--- src/rtl/pkg_uart.sv ---
// Shared types for the UART receiver: data word, receive FSM states and output bundle.
package pkg_uart;

  localparam int unsigned DATA_BITS = 8;

  typedef logic [DATA_BITS-1:0] data_t;

  typedef enum logic [2:0] {
    S_IDLE,
    S_START,
    S_DATA,
    S_PARITY,
    S_STOP
  } rx_state_e;

  typedef struct packed {
    data_t data;
    logic  rcv;
    logic  par_err;
    logic  frm_err;
    logic  busy;
  } st_uart_rx;

endpackage

--- src/rtl/baudgen_rx.sv ---
// Receive baud generator: loads a half-bit count on a start edge, then ticks every BAUDRATE cycles.
module baudgen_rx #(
  parameter int unsigned BAUDRATE = 16
) (
  input  logic clk,
  input  logic rst,
  input  logic i_en,
  input  logic i_load_half,
  output logic o_tick
);

  localparam int unsigned CW   = $clog2(BAUDRATE + 1);
  localparam int unsigned HALF = BAUDRATE / 2;

  logic [CW-1:0] r_cnt;
  logic          r_tick;

  // Tick is registered, so the FSM acts on it one cycle after the count expires.
  always_ff @(posedge clk) begin
    if (rst) begin
      r_cnt  <= '0;
      r_tick <= 1'b0;
    end else begin
      r_tick <= 1'b0;
      if (i_load_half) begin
        r_cnt <= CW'(HALF);
      end else if (i_en) begin
        if (r_cnt <= CW'(1)) begin
          r_cnt  <= CW'(BAUDRATE);
          r_tick <= 1'b1;
        end else begin
          r_cnt <= r_cnt - CW'(1);
        end
      end
    end
  end

  assign o_tick = r_tick;

endmodule

--- src/rtl/parity_bit_gen.sv ---
// Even parity of a data word (XOR of all bits), purely combinational.
module parity_bit_gen #(
  parameter int unsigned W = 8
) (
  input  logic [W-1:0] i_data,
  output logic         o_parity_c
);

  assign o_parity_c = ^i_data;

endmodule

--- src/rtl/uart_rx.sv ---
// UART receiver: start, 8 data bits LSB first, even parity, stop.
// Define UART_RX_PARITY_CHECK_EN to flag parity mismatches on par_err.
module uart_rx
  import pkg_uart::*;
#(
  parameter int unsigned BAUDRATE = 125000000 / 115200
) (
  input  logic  clk,
  input  logic  rst,
  input  logic  rx,
  output data_t data,
  output logic  rcv,
  output logic  par_err,
  output logic  frm_err,
  output logic  busy
);

  logic [1:0] r_sync;
  logic       r_rx_prev;
  rx_state_e  r_state;
  logic [2:0] r_bit_cnt;
  data_t      r_shift;
  st_uart_rx  r_out;

  logic w_rx_s;
  logic w_start_edge;
  logic w_load_half;
  logic w_en;
  logic w_tick;

  assign w_rx_s       = r_sync[1];
  assign w_start_edge = r_rx_prev & ~w_rx_s;
  assign w_load_half  = (r_state == S_IDLE) && w_start_edge;
  assign w_en         = (r_state != S_IDLE);

  baudgen_rx #(
    .BAUDRATE(BAUDRATE)
  ) u_baudgen (
    .clk        (clk),
    .rst        (rst),
    .i_en       (w_en),
    .i_load_half(w_load_half),
    .o_tick     (w_tick)
  );

`ifdef UART_RX_PARITY_CHECK_EN
  logic r_par_sample;
  logic w_calc_par;

  parity_bit_gen #(
    .W(DATA_BITS)
  ) u_parity (
    .i_data    (r_shift),
    .o_parity_c(w_calc_par)
  );
`endif

  // Synchronizer, edge tracking and the receive FSM share one register block.
  always_ff @(posedge clk) begin
    if (rst) begin
      r_sync    <= 2'b11;
      r_rx_prev <= 1'b1;
      r_state   <= S_IDLE;
      r_bit_cnt <= '0;
      r_shift   <= '0;
      r_out     <= '0;
`ifdef UART_RX_PARITY_CHECK_EN
      r_par_sample <= 1'b0;
`endif
    end else begin
      r_sync    <= {r_sync[0], rx};
      r_rx_prev <= w_rx_s;
      r_out.rcv <= 1'b0;
      case (r_state)
        S_IDLE: begin
          if (w_start_edge) begin
            r_state    <= S_START;
            r_out.busy <= 1'b1;
          end
        end
        S_START: begin
          if (w_tick) begin
            if (!w_rx_s) begin
              r_state   <= S_DATA;
              r_bit_cnt <= '0;
            end else begin
              r_state    <= S_IDLE;
              r_out.busy <= 1'b0;
            end
          end
        end
        S_DATA: begin
          if (w_tick) begin
            r_shift   <= {w_rx_s, r_shift[DATA_BITS-1:1]};
            r_bit_cnt <= r_bit_cnt + 3'd1;
            if (r_bit_cnt == 3'(DATA_BITS - 1)) begin
              r_state <= S_PARITY;
            end
          end
        end
        S_PARITY: begin
          if (w_tick) begin
`ifdef UART_RX_PARITY_CHECK_EN
            r_par_sample <= w_rx_s;
`endif
            r_state <= S_STOP;
          end
        end
        S_STOP: begin
          if (w_tick) begin
            r_out.data    <= r_shift;
            r_out.rcv     <= 1'b1;
            r_out.frm_err <= ~w_rx_s;
`ifdef UART_RX_PARITY_CHECK_EN
            r_out.par_err <= r_par_sample ^ w_calc_par;
`else
            r_out.par_err <= 1'b0;
`endif
            r_out.busy    <= 1'b0;
            r_state       <= S_IDLE;
          end
        end
        default: begin
          r_state    <= S_IDLE;
          r_out.busy <= 1'b0;
        end
      endcase
    end
  end

  assign data    = r_out.data;
  assign rcv     = r_out.rcv;
  assign par_err = r_out.par_err;
  assign frm_err = r_out.frm_err;
  assign busy    = r_out.busy;

endmodule

--- config.mk ---
export PLATFORM = sky130hd
export DESIGN_NAME = uart_rx
export DESIGN_NICKNAME = d
export VERILOG_FILES = /design/src/rtl/pkg_uart.sv /design/src/rtl/baudgen_rx.sv /design/src/rtl/parity_bit_gen.sv /design/src/rtl/uart_rx.sv
export SDC_FILE = /design/constraint.sdc
export NUM_CORES = 1
export LEC_CHECK = 0
export BUFFER_PORTS_ARGS = -buffer_cell sky130_fd_sc_hd__buf_2
export CORE_ASPECT_RATIO = 1.5
export CORE_MARGIN = 5
export CORE_UTILIZATION = 45
export DETAILED_ROUTE_END_ITERATION = 8
export PLACE_DENSITY = 0.63
export SLEW_MARGIN = 20
export SYNTH_ARGS = -nofsm -noshare
export SYNTH_HDL_FRONTEND = slang
export SYNTH_SLANG_ARGS = --single-unit
--- constraint.sdc ---
create_clock -name clk -period 2 [get_ports clk]
set_input_delay 0.2 -clock clk [delete_from_list [all_inputs] [get_ports clk]]
set_output_delay 0.2 -clock clk [all_outputs]
set_load 0.02 [all_outputs]
==> key figures <==
Global route
  • Gr ovfl total: 0
  • First-pass GRT wire length: roughly 5.9 mm
  • Initial antenna violation count: 0
  • Vias in the first global route: ~1,400
  • Pin count of the biggest net entering global routing: 33
  • GR Util All Layers: around 14%

Placed design
  • Detail Placement HPWL: 2.570 mm
  • Gpl congestion: between 0.8 and 0.9
  • Place WS: 182.0 ps
  • IO buf count: 13

Setup path
  • CP top delay family: simple AND/OR/NAND/NOR gates
  • CP bufs+invs: 0
  • CP required: around 2200 ps
  • Crit-path max cell delay: roughly 620 ps
  • Worst-path cell chain: or4_4 -> nor4b_4 -> a21oi_1 -> a311oi_1
  • Worst r2r src: u_baudgen.r_cnt[2]$_SDFFE_PP0P_
  • End of the worst register-to-register path: u_baudgen.r_cnt[10]$_SDFFE_PP0N_
  • Reg2Reg Depth: 4
  • CP Launch Type: flop
  • CP endpoint kind: flop
  • CP Data Arrival Time: 2020 ps
  • Critical path class: reg -> reg
  • Stages on worst setup path: 4
  • CP Max Fanout: 7
  • Reg2Reg Setup Slack: 160 ps
  • CP max-delay cell: or4_4

Pwr
  • Peak supply drop: roughly 530 uV
  • Power Dens Cells: 809.3 mW/mm2
  • Psw: a little over 0.0004 W
  • Clk pwr share: about a third
  • Switching share of power: 26.05%
  • Seq pwr share: 54.2%
  • Comb pwr share: between 10% and 20%
  • Tot Pwr: around 0.0016 W
  • Leakage: ~0.76 nW
  • Pint: between 0.001 and 0.0015 W

Timing
  • Slew @ Worst Pin: 620.3 ps
  • Setup WS post-layout: ~160 ps
  • Min Clock Period, post-route: 1840 ps
  • Final Skew: ~9 ps
  • RSZ-0062 raised after global routing: false
  • Max-slew violations: 0
  • Max Clk Rate: between 500 and 600 MHz
  • TNS Setup: 0 ps
  • Number of setup violations in the final report: 0
  • Slew margin rel.: between 50 and 60%
  • Final period util: between 90 and 100%
  • Final hold vios: 0
  • Hold slack final: 94.01 ps

Clocking
  • CTS Buffer Depth: 2
  • Clock-pin slew on the worst setup and hold paths: about 80 ps
  • Clk sink count: 40
  • Clk Latency, worst-skew pair: about 280 ps
  • Hold_buf cts: 0
  • TritonCTS clock tree: yes
  • Clock root cell: clkbuf_8
  • Number of buffers created by CTS: 5
  • H-tree levels: 2
  • Postcts setup bufs: 0
  • Post-CTS sizing: 0

Detailed routing
  • Top layer in use: met4
  • TritonRoute pass-1 iters: 5
  • Final ANT Viol Nets: 0
  • Initial DRC count: 27
  • Detailed-route DRC error count: 0
  • Met3 Wirelength: about 67 um
  • WL met2: between 1.5 and 2 mm
  • Vias post-DR: between 1,000 and 1,500
  • DRT met1 WL: ~1.4 mm
  • Routed vias/inst: 5.542
  • Total wire length: 3.427 mm
  • Wire length per cell: between 10 and 15 um

Synth
  • Post-synthesis area per instance: approximately 8.5 um2
  • Synthesized flop and latch total: 40
  • EDFF count, synth: 0
  • Sequential share of the synthesized area: between 40 and 50%
  • Yosys cell types: between 40 and 50
  • Cell taking the most area after synthesis: dfxtp_1
  • Yosys warnings: 0
  • Synth area leaders: dfxtp_1, nand2_1, a21oi_1, nor2_1, ha_1
  • Syn_nets: around 210
  • Mapped cell area: 0.001744 mm2
  • Asr flop ratio synth: 0%
  • Synth Instances: between 200 and 250
  • Synth Flop Type: dfxtp_1
  • Share of the synthesized area in the top cell type: between 40% and 50%

Floorplan
  • Core box area: 0.003716 mm2
  • Number of I/O pins: 15
  • Die Area: ~0.0052 mm2
  • Die width: 60.83 um
  • Die Y-Extent: 86.25 um
  • Std cell rows: 27
  • Initial Util: a little under half

Layout
  • Synth-to-layout area growth: 10.62%
  • Most frequent cells in the layout: dfxtp_1, nand2_1, a21oi_1
  • Ant diodes: 0
  • Commonest non-fill, non-tap cell in the layout: dfxtp_1
  • Post-layout nets: ~230
  • Share of post-route cells with drive strength above 1: about 16%

Worst hold path
  • Hold Crit Start: rx
  • Worst Hold End: r_sync[0]$_SDFF_PP1_
  • Hold/Removal Path Class: in -> reg
  • Worst Hold Depth: 2

Run
  • Max Cap Viol: 0

Status
  • Status: completed
logic make-up after synthesis:
family	synth area share, %
AO/OA/AOI/OAI	18.22
XOR/XNOR	1.004
adder cells (fa/ha/maj)	2.870
buffers and inverters	3.873
flip-flops	45.91
multiplexers	1.722
other	0.2150
AND/OR/NAND/NOR	26.18
power by group through the flow:
| stage | clock, W | sequential (W) | combinational [W] |
|---|---|---|---|
| 2_1_floorplan | 0 | 0.000859 | 0.000180 |
| 3_3_place_gp | 0 | 0.000863 | 0.000197 |
| 3_5_place_dp | 0 | 0.000865 | 0.000199 |
| 4_1_cts | 0.000543 | 0.000846 | 0.000200 |
| 5_1_grt | 0.000581 | 0.000850 | 0.000221 |
| 6_report | 0.000516 | 0.000846 | 0.000199 |
worst max path at each step:
stage,to,slack [ps],start
after global placement,u_baudgen.r_cnt[9]$_SDFFE_PP0P_,240,u_baudgen.r_cnt[2]$_SDFFE_PP0P_
after detailed placement,u_baudgen.r_cnt[10]$_SDFFE_PP0N_,180,u_baudgen.r_cnt[2]$_SDFFE_PP0P_
after CTS,u_baudgen.r_cnt[10]$_SDFFE_PP0N_,160,u_baudgen.r_cnt[2]$_SDFFE_PP0P_
final,u_baudgen.r_cnt[10]$_SDFFE_PP0N_,160,u_baudgen.r_cnt[2]$_SDFFE_PP0P_
after global routing,u_baudgen.r_cnt[10]$_SDFFE_PP0N_,50,u_baudgen.r_cnt[2]$_SDFFE_PP0P_
after floorplan,u_baudgen.r_cnt[9]$_SDFFE_PP0P_,250,u_baudgen.r_cnt[2]$_SDFFE_PP0P_
sequential cells by signal (all words and copies together), names as in the netlist:
name and cells:
r_state 3, busy 1, data 8, r_bit_cnt 3
rcv 1, r_rx_prev 1, frm_err 1, u_baudgen.o_tick 1
u_baudgen.r_cnt 11, r_sync 2, r_shift 8
layer usage:
layer  vias to the layer above  track usage, %
met2                        14           27.65
met4                         0           5.325
met3                         2           3.130
met5                         -               0
li1                        742               -
met1                       694           14.44
final cells by class:
class	instances	area, um2
multi-input combinational	150	875.8
sequential	40	800.8
clock buffer	6	72.57
tap	43	53.80
clock inverter	2	16.27
inverter	4	15.01
timing repair buffer	17	95.09
fill	375	1787
worst reg2reg max path, cell delays in order, from the launching register on:
cell and delay [ps]:
dfxtp_1 370, or4_4 620, nor4b_4 400, a21oi_1 110, a311oi_1 250
cell usage after synthesis, types with 3 or more instances:
library cell,n
nand2_1,37
inv_1,4
nor2_1,16
mux2i_1,3
or2_2,5
o21ai_1,3
o21ai_0,6
a311oi_1,3
clkbuf_1,9
nand3_1,4
dfxtp_1,40
nor3_1,6
a21oi_1,25
ha_1,4
through the flow:
step / cells / instance area (um2) / utilization, %
finish: 262 / 1929 / 51.92
global route: 262 / 1929 / 51.92
CTS: 262 / 1929 / 51.92
detailed placement: 254 / 1841 / 49.53
global placement: 254 / 1841 / 49.53
floorplan: 205 / 1744 / -
(Power assumes the default switching activity.)
